--- config.mk ---
export PLATFORM = sky130hd
export DESIGN_NAME = unary_add_host_flat
export DESIGN_NICKNAME = d
export VERILOG_FILES = /design/src/rtl/unary_pkg.sv /design/src/rtl/unary_add_host_if.sv /design/src/rtl/unary_ser.sv /design/src/rtl/unary_add_host.sv /design/src/flat_wrapper.sv
export SDC_FILE = /design/constraint.sdc
export NUM_CORES = 1
export LEC_CHECK = 0
export CAP_MARGIN = 10
export CORE_AREA = 2 2 79 81
export CTS_BUF_LIST = sky130_fd_sc_hd__clkbuf_4 sky130_fd_sc_hd__clkbuf_8
export CTS_CLUSTER_DIAMETER = 200
export CTS_CLUSTER_SIZE = 28
export DETAILED_ROUTE_END_ITERATION = 8
export DIE_AREA = 0 0 81 83
export PLACE_DENSITY_LB_ADDON = 0.2
export RECOVER_POWER = 50
export SYNTH_ARGS = -nofsm -noshare
export SYNTH_HDL_FRONTEND = slang
export SYNTH_SLANG_ARGS = --single-unit
--- constraint.sdc ---
create_clock -name clk -period 2.2 [get_ports clk]
set_input_delay 0.22 -clock clk [delete_from_list [all_inputs] [get_ports clk]]
set_output_delay 0.22 -clock clk [all_outputs]
set_load 0.02 [all_outputs]
--- src/rtl/unary_pkg.sv ---
// Shared types for the unary adder family: host FSM states and phase encoding.
package unary_pkg;

  typedef enum logic [1:0] {
    IDLE  = 2'd0,
    READ  = 2'd1,
    WRITE = 2'd2,
    DONE  = 2'd3
  } state_e;

  localparam logic RW_READ  = 1'b0;
  localparam logic RW_WRITE = 1'b1;

endpackage

--- src/rtl/unary_add_host_if.sv ---
// Operand and result valid/ready handshakes between a binary datapath and the unary host.
interface unary_add_host_if #(
  parameter int unsigned W = 4
);

  logic         in_valid;
  logic         in_ready;
  logic [W-1:0] in_a;
  logic [W-1:0] in_b;
  logic         out_valid;
  logic         out_ready;
  logic [W-1:0] out_sum;
  logic         out_carry;
  logic         out_err;

  modport master (
    output in_valid, in_a, in_b, out_ready,
    input  in_ready, out_valid, out_sum, out_carry, out_err
  );

  modport slave (
    input  in_valid, in_a, in_b, out_ready,
    output in_ready, out_valid, out_sum, out_carry, out_err
  );

endinterface

--- src/rtl/unary_ser.sv ---
// Binary-to-unary serializer: after load, emits val consecutive registered pulses while run is high.
module unary_ser #(
  parameter int unsigned W = 4
) (
  input  logic         clk,
  input  logic         rst_n,
  input  logic         load,
  input  logic [W-1:0] val,
  input  logic         run,
  output logic         pulse,
  output logic         last_c
);

  logic [W-1:0] tgt_q;
  logic [W-1:0] cnt_q;
  logic         pulse_q;

  // cnt_q counts pulses already placed on the line, including the one now showing
  assign last_c = (cnt_q >= tgt_q);
  assign pulse  = pulse_q;

  always_ff @(posedge clk or negedge rst_n) begin
    if (!rst_n) begin
      tgt_q   <= '0;
      cnt_q   <= '0;
      pulse_q <= 1'b0;
    end else if (load) begin
      tgt_q   <= val;
      cnt_q   <= W'(val != '0);
      pulse_q <= (val != '0);
    end else if (run && !last_c) begin
      cnt_q   <= cnt_q + W'(1);
      pulse_q <= 1'b1;
    end else begin
      pulse_q <= 1'b0;
    end
  end

endmodule

--- src/rtl/unary_add_host.sv ---
// Drives one unary adder: serializes two binary operands, then decodes the dout pulse train to a sum.
module unary_add_host
  import unary_pkg::*;
#(
  parameter int unsigned W    = 4,
  parameter int unsigned MAXP = 2**W - 1
) (
  input  logic            clk,
  input  logic            rst_n,
  unary_add_host_if.slave bus,
  output logic            A,
  output logic            B,
  output logic            en,
  output logic            read_or_write,
  input  logic            dout,
  input  logic            C
);

  localparam int unsigned  CW      = W + 1;
  localparam logic [W-1:0] SUM_MAX = W'(MAXP);

  state_e        state_q, state_d;
  logic [W-1:0]  sum_q, sum_d;
  logic          carry_q, carry_d;
  logic          err_q, err_d;
  logic [CW-1:0] cyc_q, cyc_d;
  logic          in_ready_q, in_ready_d;
  logic          out_valid_q, out_valid_d;
  logic          en_q, en_d;
  logic          rw_q, rw_d;
  logic          accept_c;
  logic          run_c;
  logic          last_a_c;
  logic          last_b_c;

  assign accept_c = bus.in_valid && in_ready_q;
  assign run_c    = (state_q == READ);

  unary_ser #(.W(W)) u_ser_a (
    .clk    (clk),
    .rst_n  (rst_n),
    .load   (accept_c),
    .val    (bus.in_a),
    .run    (run_c),
    .pulse  (A),
    .last_c (last_a_c)
  );

  unary_ser #(.W(W)) u_ser_b (
    .clk    (clk),
    .rst_n  (rst_n),
    .load   (accept_c),
    .val    (bus.in_b),
    .run    (run_c),
    .pulse  (B),
    .last_c (last_b_c)
  );

  // Next-state and next-output logic; cyc_d counts cycles spent in the current state
  always_comb begin
    state_d = state_q;
    sum_d   = sum_q;
    carry_d = carry_q;
    err_d   = err_q;
    cyc_d   = '0;

    case (state_q)
      IDLE: begin
        if (accept_c) begin
          sum_d   = '0;
          carry_d = 1'b0;
          err_d   = 1'b0;
          state_d = (bus.in_a == '0 && bus.in_b == '0) ? WRITE : READ;
        end
      end
      READ: begin
        cyc_d = cyc_q + CW'(1);
        // C during the first READ cycle reflects the idle adder, not this operation
        if (cyc_q != '0) carry_d = carry_q | C;
        if (last_a_c && last_b_c) begin
          state_d = WRITE;
          cyc_d   = '0;
        end
      end
      WRITE: begin
        cyc_d = cyc_q + CW'(1);
        // First WRITE cycle: dout is still the read-phase zero, C is from the last READ edge
        if (cyc_q == '0) begin
          carry_d = carry_q | C;
        end else if (dout) begin
          if (sum_q == SUM_MAX) begin
            err_d   = 1'b1;
            state_d = DONE;
          end else begin
            sum_d = sum_q + W'(1);
          end
        end else begin
          state_d = DONE;
        end
      end
      DONE: begin
        if (bus.out_ready) state_d = IDLE;
      end
      default: state_d = IDLE;
    endcase

    in_ready_d  = (state_d == IDLE);
    out_valid_d = (state_d == DONE);
    en_d        = (state_d == READ) || (state_d == WRITE);
    rw_d        = (state_d == WRITE) ? RW_WRITE : RW_READ;
  end

  always_ff @(posedge clk or negedge rst_n) begin
    if (!rst_n) begin
      state_q     <= IDLE;
      sum_q       <= '0;
      carry_q     <= 1'b0;
      err_q       <= 1'b0;
      cyc_q       <= '0;
      in_ready_q  <= 1'b1;
      out_valid_q <= 1'b0;
      en_q        <= 1'b0;
      rw_q        <= RW_READ;
    end else begin
      state_q     <= state_d;
      sum_q       <= sum_d;
      carry_q     <= carry_d;
      err_q       <= err_d;
      cyc_q       <= cyc_d;
      in_ready_q  <= in_ready_d;
      out_valid_q <= out_valid_d;
      en_q        <= en_d;
      rw_q        <= rw_d;
    end
  end

  assign bus.in_ready  = in_ready_q;
  assign bus.out_valid = out_valid_q;
  assign bus.out_sum   = sum_q;
  assign bus.out_carry = carry_q;
  assign bus.out_err   = err_q;
  assign en            = en_q;
  assign read_or_write = rw_q;

endmodule

--- src/flat_wrapper.sv ---
// flat-port wrapper written by rule: the top's interface ports become plain ports
module unary_add_host_flat import unary_pkg::*;
#(
  parameter int unsigned W    = 4,
  parameter int unsigned MAXP = 2**W - 1
)
  (clk, rst_n, A, B, en, read_or_write, dout, C, bus_in_valid, bus_in_a, bus_in_b, bus_out_ready, bus_in_ready, bus_out_valid, bus_out_sum, bus_out_carry, bus_out_err);
  unary_add_host_if #(.W(W)) bus_i ();
  input  logic clk;
  input  logic rst_n;
  output logic A;
  output logic B;
  output logic en;
  output logic read_or_write;
  input  logic dout;
  input  logic C;
  input wire logic [$bits(bus_i.in_valid)-1:0] bus_in_valid;
  input wire logic [$bits(bus_i.in_a)-1:0] bus_in_a;
  input wire logic [$bits(bus_i.in_b)-1:0] bus_in_b;
  input wire logic [$bits(bus_i.out_ready)-1:0] bus_out_ready;
  output wire logic [$bits(bus_i.in_ready)-1:0] bus_in_ready;
  output wire logic [$bits(bus_i.out_valid)-1:0] bus_out_valid;
  output wire logic [$bits(bus_i.out_sum)-1:0] bus_out_sum;
  output wire logic [$bits(bus_i.out_carry)-1:0] bus_out_carry;
  output wire logic [$bits(bus_i.out_err)-1:0] bus_out_err;
  assign bus_i.in_valid = bus_in_valid;
  assign bus_i.in_a = bus_in_a;
  assign bus_i.in_b = bus_in_b;
  assign bus_i.out_ready = bus_out_ready;
  assign bus_in_ready = bus_i.in_ready;
  assign bus_out_valid = bus_i.out_valid;
  assign bus_out_sum = bus_i.out_sum;
  assign bus_out_carry = bus_i.out_carry;
  assign bus_out_err = bus_i.out_err;
  unary_add_host #(.W(W), .MAXP(MAXP)) u_core (.clk(clk), .rst_n(rst_n), .bus(bus_i), .A(A), .B(B), .en(en), .read_or_write(read_or_write), .dout(dout), .C(C));
endmodule
== After elaboration in Yosys (flattened, before gate mapping) ==
Index checks and enable logic that the tools add are counted.

* Bits in registers: 35
* Input bits: 14
* Output and inout port bits: 12
* Logic and storage cells: 91

* $add $sub $neg: 4
* $lt $le $gt $ge: 2
* Equality and inequality tests: 14
* Mux-type cells: 32
* Bitwise gates (word level): 1
* Reduce and logical (&&, ||, !) cells: 23

{| class="wikitable"
|+ Operators by type and width
! cell !! count
|-
| $mux 4 || 8
|-
| $mux 2 || 7
|-
| $add 4x1->4 const B || 3
|-
| $mux 1 || 11
|-
| $pmux 5 s2 || 1
|-
| $reduce_and 5->1 || 2
|-
| $eq 2x2->1 const B || 4
|-
| $ge 4x4->1 || 2
|-
| $logic_not 4->1 || 2
|-
| $ne 2x1->1 const B || 4
|-
| $pmux 2 s4 || 1
|-
| $pmux 4 s2 || 1
|-
| $reduce_bool 4->1 || 2
|-
| $ne 2x2->1 const B || 3
|-
| $reduce_bool 2->1 || 3
|-
| $add 5x1->5 const B || 1
|-
| $logic_and 1x1->1 || 5
|-
| $logic_not 5->1 || 1
|-
| $mux 5 || 1
|-
| $reduce_bool 5->1 || 1
|-
| $eq 2x1->1 const B || 2
|-
| $eq 4x4->1 const B || 1
|-
| $logic_not 2->1 || 2
|-
| $reduce_and 4->1 || 1
|-
| other kinds (6) || 7
|}

== Logic depth before layout (Yosys ltp) ==
Gate-level depths: netlist of the first run.

* Depth after elaboration: 7
* Mapped depth: 8
* Depth with buffers taken out: 8

== Hierarchy ==
From an unflattened synthesis of the first run, not the netlist that was laid out.

* Cells, all modules: 185
* Area total of the unflattened synthesis: 1908.1 µm²

{| class="wikitable"
|+ Modules (own cells, without submodules)
! module !! instances !! cells an instance !! area an instance (µm²) !! seq. area each (µm²)
|-
| unary_add_host || 1 || 95 || 969.7 || 426.7
|-
| unary_ser || 2 || 45 || 469.2 || 225.2
|}

== Worst setup path before layout of the first run ==
Ideal clock, no wire load.

* Kind: register to register
* Start: reg u_core.u_ser_b.cnt_q[0]
* End: reg u_core.en_q (netlist: u_core.en)
* Setup time: 126 ps
* Arrival time: 2009 ps
* Required time: 2074 ps
* Path slack: 65 ps
* Cell stages (with the launch flop): 9
* Path buffers: 0
* Clock period less this slack: 2135 ps
* Cell sequence: dfrtp_1 -> inv_1 -> ha_1 -> nand2b_4 -> a2111oi_4 -> nor2_1 -> a211oi_1 -> nor3_1 -> ha_1

* Cells in the longest elaborated chain, start to end: 6
* Elaborated cells on any way between the ends: 7
* Those cells by class: order compare: 1; eq/ne: 2; mux: 2; reduce/logical: 2

{| class="wikitable"
|+ RTL lines
! item !! RTL line !! source
|-
| from (decl) || unary_ser.sv:15 || <nowiki>logic [W-1:0] cnt_q;</nowiki>
|-
| from (signal assigned) || unary_ser.sv:29 || <nowiki>cnt_q <= W'(val != '0);</nowiki>
|-
| from (signal assigned) || unary_ser.sv:32 || <nowiki>cnt_q <= cnt_q + W'(1);</nowiki>
|-
| $ge 4x4->1 (*) || unary_ser.sv:19 || <nowiki>assign last_c = (cnt_q >= tgt_q);</nowiki>
|-
| $logic_and 1x1->1 (*) || unary_add_host.sv:80 || <nowiki>if (last_a_c && last_b_c) begin</nowiki>
|-
| $mux 2 (*) || unary_add_host.sv:80 ||
|-
| $pmux 2 s4 (*) || unary_add_host.sv:67 || <nowiki>case (state_q)</nowiki>
|-
| $eq 2x1->1 / $eq 2x2->1 (equally long branches) || unary_add_host.sv:109 || <nowiki>en_d = (state_d == READ) || (state_d == WRITE);</nowiki>
|-
| $logic_or 1x1->1 (*) || unary_add_host.sv:109 ||
|-
| via u_core.en_d || unary_add_host.sv:29 || <nowiki>logic en_q, en_d;</nowiki>
|-
| to (signal assigned) || unary_add_host.sv:132 || <nowiki>en_q <= en_d;</nowiki>
|-
| to (decl) || unary_add_host.sv:29 ||
|}

Mark *: on every way through the listed nets, which the timed path passes. The rest lies on a longest branch.
A chain may end at the register's enable or synchronous reset.

== Worst setup path in the final report of the first run ==
* Start: reg u_core.u_ser_b.cnt_q[2]
* End: reg u_core.en_q (netlist: u_core.en)

Same word-level chain as after synthesis.

==> results of run 1 <==
-- synthesized netlist by cell type (all sizes together) --
library cell  number  area, um^2
dfrtp             34         851
nor2              23        86.3
ha                21         263
nand2             17        63.8
inv               16        60.1
o21ai             12        67.6
a21oi              9        45.0
nand3              7        35.0
a31oi              6        43.8
clkbuf             5        18.8
xnor2              5        43.8
xor2               4        35.0
a31o               3        26.3
mux2i              3        30.0
nor3               3        15.0
o21a               3        22.5
or3                3        18.8
a2111oi            2        55.1
nand2b             2        27.5
nor2b              2        12.5
o211ai             2        15.0
o22ai              2        12.5
or4                2        22.5
a211oi             1        7.51
and2               1        6.26
dfstp              1        26.3
mux2               1        11.3
nor3b              1        7.51
o31ai              1        21.3
o41a               1        11.3
or4b               1        13.8
-- stage by stage --
stage          hold slack, ps  setup TNS [ps]
6_report                  480               0
5_1_grt                   506           -8.08
4_1_cts                   370               0
3_5_place_dp              476            -228
3_3_place_gp              474            -150
2_1_floorplan           -75.6               0
-- worst max-delay path by stage --
stage	to	slack, ps	depth (start not counted)
global placement	u_core.en	-80	6
detailed placement	u_core.bus.in_ready	-90	7
finish	u_core.en	90	7
CTS	u_core.en	80	7
floorplan	u_core.en	70	8
global route	u_core.u_ser_a.cnt_q[3]	-5	9
-- registers in the layout (all words and copies together) (netlist names), 2 cells and up --
name and count:
u_core.state_q 2, u_core.u_ser_b.cnt_q 4, u_core.u_ser_a.cnt_q 4, u_core.bus.out_sum 4, u_core.u_ser_a.tgt_q 4, u_core.u_ser_b.tgt_q 4, u_core.cyc_q 5
-- cells by family after synthesis --
group,after synthesis,synth area share (%)
AND/OR/NAND/NOR,62,15.6
adder cells (fa/ha/maj),21,13.3
buffers and inverters,21,3.99
AO/OA/AOI/OAI,42,16.6
flip-flops,35,44.4
XOR/XNOR,9,3.99
multiplexers,4,2.09
-- where the power goes --
group	switching [mW]	internal (mW)
sequential	0.140	0.882
clock	0.250	0.452
combinational	1.02	1.02
-- timing repair --
item,in CTS,in global routing
gates resized for setup,1,3
hold endpoints to repair,0,0
setup endpoints to repair,1,4
hold buffers,0,0
pin swaps,0,3
buffers inserted,0,3
-- cell type report --
type	count	area (um^2)
sequential	35	877
tap	75	93.8
inverter	16	60.1
multi-input combinational	138	1040
fill	570	3210
clock inverter	3	67.6
clock buffer	5	68.8
timing repair buffer	45	398
-- metal layers --
metal,part of all wire [%],up-vias,track usage (%)
met4,1.2,0,4.16
met5,0,-,0
li1,-,766,-
met2,45,21,20.1
met3,3.6,7,3.59
met1,50,696,16.9
==> flow_metrics.py, run 1 <==
metrics = {
    "finish": {
        "fin_nets": 276,
        "mostFrequentLayoutCell": "dfrtp_1",
        "final_area_um2": 2600,
        "syn2layout_area_growth_pct": 31.7,
        "finalNonFillerCells": 317,
        "final_cell_mix": "dfrtp_1, clkdlybuf4s50_1, nor2_1",
        "num_antenna_cells": 0,
        "drive_gt1_share_pct": 18.2,
        "fin_util_pct": 44.7,
    },
    "die": {
        "die_height_um": 83,
        "placementRows": 28,
        "ios": 26,
        "core_um2": 5820,
        "die_area_um2": 6720,
        "initial_core_util_pct": 34.0,
        "fp.dieW_um": 81,
    },
    "worst_setup_path": {
        "crit_fanout": 4,
        "cp-end-kind": "flop",
        "worstSetupPathType": "flop to flop",
        "start_kind": "flop",
        "path_cells": "ha_1 > o21a_1 > nor2_1 > buf_4 > o41a_1 > a31o_1 > ha_1",
        "required_ps": 2370,
        "rr_startpoint": "u_core.u_ser_b.cnt_q[2]",
        "crit_start": "u_core.u_ser_b.cnt_q[2]",
        "crit_arrival_ps": 2290,
        "path_common_cell": "ha_1",
        "cp_slowest_cell": "o41a_1",
        "ff2ff_path_depth": 7,
        "crit_family": "compound AO/OA/AOI/OAI gates",
        "r2r_slack_ps": 90,
        "crit_buf_inv": 1,
        "slowest_delay_ps": 480,
        "r2r_end": "u_core.en",
    },
    "job": {
        "cap_violations": 0,
    },
    "place": {
        "dp_cells": 306,
        "dp_slack_ps": -86.5,
        "portBuffers": 25,
        "placed_cell_area_um2": 2430,
        "hpwl_um": 2830,
        "gp_congestion": 0.753,
    },
    "clock_network": {
        "cts_made_buffers": 5,
        "path_clk_slew_ps": 80,
        "cts_buffer_depth": 2,
        "ctsRootBufferMaster": "clkbuf_8",
        "cts_tree": "done",
        "cts.sinks": 35,
        "htreeDepth": 2,
        "clk_latency_ps": 290,
    },
    "yosys": {
        "ys_seq_elements": 35,
        "syn_nets": 229,
        "ys_types": 34,
        "yosys_warnings": 0,
        "avgSynthCellArea_um2": 10.2,
        "synth_area_um2": 1980,
        "yosysSeqAreaShare_pct": 44.4,
        "synthCells": 194,
    },
    "routing": {
        "ant_nets": 0,
        "drcViolationCount": 0,
        "wl_per_cell_um": 12.4,
        "firstDrtPassIters": 4,
        "wl_um": 3940,
        "drt_iter0_markers": 69,
        "vias_per_cell": 4.70,
        "vias": 1490,
    },
    "sta": {
        "max_freq_mhz": 473,
        "slew_headroom_pct": 38.8,
        "finalSetupViolations": 0,
        "rsz0062_at_grt": "yes",
        "slew_viol_final": 0,
        "tightest_slew_ps": 918,
        "fin_crit_ps": 2110,
        "worst_slack_ps": 85.0,
        "final.period_utilization_pct": 96.1,
        "hold_viol": 0,
        "fin_skew_ps": 5.09,
    },
    "power": {
        "power.total_mw": 3.76,
        "ir_worst_vdd_mv": 0.642,
        "p_leak_nw": 1.19,
        "cellPowerDensity_nw_per_um2": 1450,
    },
    "outcome": {
        "outcome": "completed",
    },
    "min_path": {
        "hold_path_class": "flop to flop",
        "whs_endpoint": "u_core.cyc_q[0]",
        "hold_depth": 1,
        "hp-start": "u_core.cyc_q[0]",
    },
    "global_route": {
        "gr-total-overflow": 0,
        "antenna_found_initial": 0,
        "grt_pass1_vias": 1521,
        "grt_util_all_layers_pct": 12.8,
        "grt_max_degree": 36,
        "grt_pass1_wl_um": 6780,
    },
}
Note: power is estimated with default switching activity, not from simulation.
==> inputs of run 2 (changes only) <==
--- a/config.mk
+++ b/config.mk
@@ -6,12 +6,12 @@
 export NUM_CORES = 1
 export LEC_CHECK = 0
 export CAP_MARGIN = 10
-export CORE_AREA = 2 2 79 81
+export CORE_AREA = 8 8 85 87
 export CTS_BUF_LIST = sky130_fd_sc_hd__clkbuf_4 sky130_fd_sc_hd__clkbuf_8
 export CTS_CLUSTER_DIAMETER = 200
 export CTS_CLUSTER_SIZE = 28
 export DETAILED_ROUTE_END_ITERATION = 8
-export DIE_AREA = 0 0 81 83
+export DIE_AREA = 0 0 93 95
 export PLACE_DENSITY_LB_ADDON = 0.2
 export RECOVER_POWER = 50
 export SYNTH_ARGS = -nofsm -noshare
==> run 2 against run 1 <==
Against the previous run:
- power is 4.7% lower
- final cell count is 1.3% higher
- largest power group unchanged
- utilization is 0.22 points higher
- setup slack better by 34 ps
- sequential share of layout area is 0.16 points lower
- clock-buffer cell count is 3 higher
- critical path depth is 1 higher
- register-to-register slack better by 30 ps
- clock power is 25% lower
- non-clock buffer count is 4 higher
- design area is 0.48% higher
- global-route usage is 2.7 points lower
==> flow_metrics.py, run 2 (same netlist as run 1, synthesis figures left out) <==
metrics = {
    "outcome": {
        "outcome": "completed",
    },
    "finish": {
        "final_cell_mix": "dfrtp_1, clkdlybuf4s50_1, nor2_1, buf_4, ha_1",
        "fillers": 602,
        "drive_gt1_share_pct": 20.3,
        "finalNonFillerCells": 321,
        "top_register": "u_core.cyc_q",
        "syn2layout_area_growth_pct": 32.3,
        "seqCellArea_um2": 877,
        "mostFrequentLayoutCell": "dfrtp_1",
        "largest_reg_flops": 5,
        "multi_input_comb_area_um2": 1050,
        "fin_nets": 280,
        "num_antenna_cells": 0,
    },
    "clock_network": {
        "ctsRootBufferMaster": "clkbuf_8",
        "htreeDepth": 2,
        "cts_tree": "done",
        "postCtsHoldBufs": 0,
        "clk_latency_ps": 280,
        "path_clk_slew_ps": 70,
        "cts.sinks": 35,
        "cts_made_buffers": 5,
        "cts_buffer_depth": 2,
    },
    "routing": {
        "vias": 1507,
        "firstDrtPassIters": 4,
        "drcViolationCount": 0,
        "wl_um": 4170,
        "ant_nets": 0,
        "drt_iter0_markers": 43,
        "wl_per_cell_um": 13.0,
        "vias_per_cell": 4.69,
    },
    "worst_setup_path": {
        "crit_fanout": 4,
        "crit_arrival_ps": 2250,
        "r2r_slack_ps": 120,
        "start_kind": "flop",
        "r2r_end": "u_core.en",
        "crit_start": "u_core.u_ser_b.cnt_q[0]",
        "cp-end-kind": "flop",
        "worstSetupPathType": "flop to flop",
        "required_ps": 2370,
        "ff2ff_path_depth": 8,
        "rr_startpoint": "u_core.u_ser_b.cnt_q[0]",
        "crit_end": "u_core.en",
    },
    "global_route": {
        "grt_pass1_vias": 1588,
        "gr-total-overflow": 0,
        "grt_pass1_wl_um": 7160,
        "grt_util_all_layers_pct": 10.2,
        "grt_max_degree": 36,
        "antenna_found_initial": 0,
    },
    "sta": {
        "worst_slack_ps": 119,
        "final.period_utilization_pct": 94.6,
        "tightest_slew_ps": 894,
        "slew_headroom_pct": 40.4,
        "fin_crit_ps": 2080,
        "hold_viol": 0,
        "finalSetupViolations": 0,
        "holdWs_ps": 480,
        "tns_ps": 0,
        "max_freq_mhz": 481,
        "fin_skew_ps": 2.80,
        "slew_viol_final": 0,
    },
    "die": {
        "die_area_um2": 8840,
        "core_um2": 5820,
        "ios": 26,
        "placementRows": 28,
        "fp.dieW_um": 93,
        "initial_core_util_pct": 34.0,
        "die_height_um": 95,
    },
    "power": {
        "p_leak_nw": 1.18,
        "power_switching_mw": 1.40,
        "clkPwrFrac_pct": 14.7,
        "ir_worst_vdd_mv": 0.556,
        "swShare_pct": 39.0,
        "p_int_mw": 2.18,
        "seqPwrFrac_pct": 28.7,
        "p_comb_share_pct": 56.6,
        "cellPowerDensity_nw_per_um2": 1370,
    },
    "place": {
        "gp_congestion": 0.766,
        "dp_cells": 310,
        "dp_slack_ps": -70.9,
        "portBuffers": 25,
        "hpwl_um": 3120,
    },
    "job": {
        "cap_violations": 0,
    },
    "min_path": {
        "hold_path_class": "flop to flop",
    },
}
## run 2: through the flow
step                      util [%]  cell area, um^2  total power, mW
after global placement        42.3             2460             2.95
after floorplan                  -             1980             2.26
final                         44.9             2610             3.58
after CTS                     44.1             2570             3.54
after detailed placement      42.3             2460             2.98
after global routing          44.9             2610             3.89
## run 2: per-layer routing
| layer | vias to the layer above | wire, um | global-route usage [%] |
|---|---|---|---|
| met5 | - | 0 | 0 |
| met1 | 714 | 2030 | 12.1 |
| met2 | 19 | 1900 | 16.6 |
| li1 | 768 | - | - |
| met4 | 0 | 45 | 3.62 |
| met3 | 6 | 197 | 3.49 |
## run 2: worst min-delay path by stage
stage                                       start                 endpoint  slack, ps  depth (start not counted)
after floorplan                             rst_n     u_core.bus.out_carry        -80                          0
after global placement    u_core.u_ser_b.tgt_q[0]  u_core.u_ser_b.tgt_q[0]        470                          2
after detailed placement          u_core.cyc_q[0]          u_core.cyc_q[0]        470                          1
after CTS                                   rst_n     u_core.u_ser_a.pulse        380                          2
after global routing              u_core.cyc_q[0]          u_core.cyc_q[0]        500                          1
final                             u_core.cyc_q[0]          u_core.cyc_q[0]        480                          1
## run 2: area by class of cell
cell class	instances	area share, %
Multi-Input combinational cell	138	40.4
Sequential cell	35	33.6
Timing Repair Buffer	49	16.2
Clock buffer	8	3.97
Tap cell	75	3.59
Inverter	16	2.30
## run 2: power groups by stage
stage,clock network [mW],registers (mW),logic [mW]
after global placement,0,1.04,1.92
final,0.527,1.03,2.03
after detailed placement,0,1.04,1.94
after global routing,0.572,1.06,2.26
after CTS,0.547,1.03,1.97
after floorplan,0,1.12,1.13
## run 2: timing repair
item	4_1_cts	5_1_grt
hold endpoints to repair	0	0
endpoints found under the setup margin	2	4
setup buffers	0	3
gates cloned	0	0
resized for setup	1	7
pin swaps	0	7
## run 2: worst max-delay path, cell delays in order, from the launching register on
cell       delay [ps]
dfrtp_1           400
inv_2              90
ha_4              190
nand2b_4          140
a2111oi_4         330
buf_4             190
o41a_1            230
a31o_1            170
ha_1              220
==> inputs of run 3 (changes only) <==
--- a/config.mk
+++ b/config.mk
@@ -6,12 +6,12 @@
 export NUM_CORES = 1
 export LEC_CHECK = 0
 export CAP_MARGIN = 10
-export CORE_AREA = 8 8 85 87
+export CORE_AREA = 2 2 79 81
 export CTS_BUF_LIST = sky130_fd_sc_hd__clkbuf_4 sky130_fd_sc_hd__clkbuf_8
 export CTS_CLUSTER_DIAMETER = 200
 export CTS_CLUSTER_SIZE = 28
 export DETAILED_ROUTE_END_ITERATION = 8
-export DIE_AREA = 0 0 93 95
+export DIE_AREA = 0 0 81 83
 export PLACE_DENSITY_LB_ADDON = 0.2
 export RECOVER_POWER = 50
 export SYNTH_ARGS = -nofsm -noshare
==> results of run 3 <==
Same layout as run 1: the final DEF is identical, and so are final timing and power.
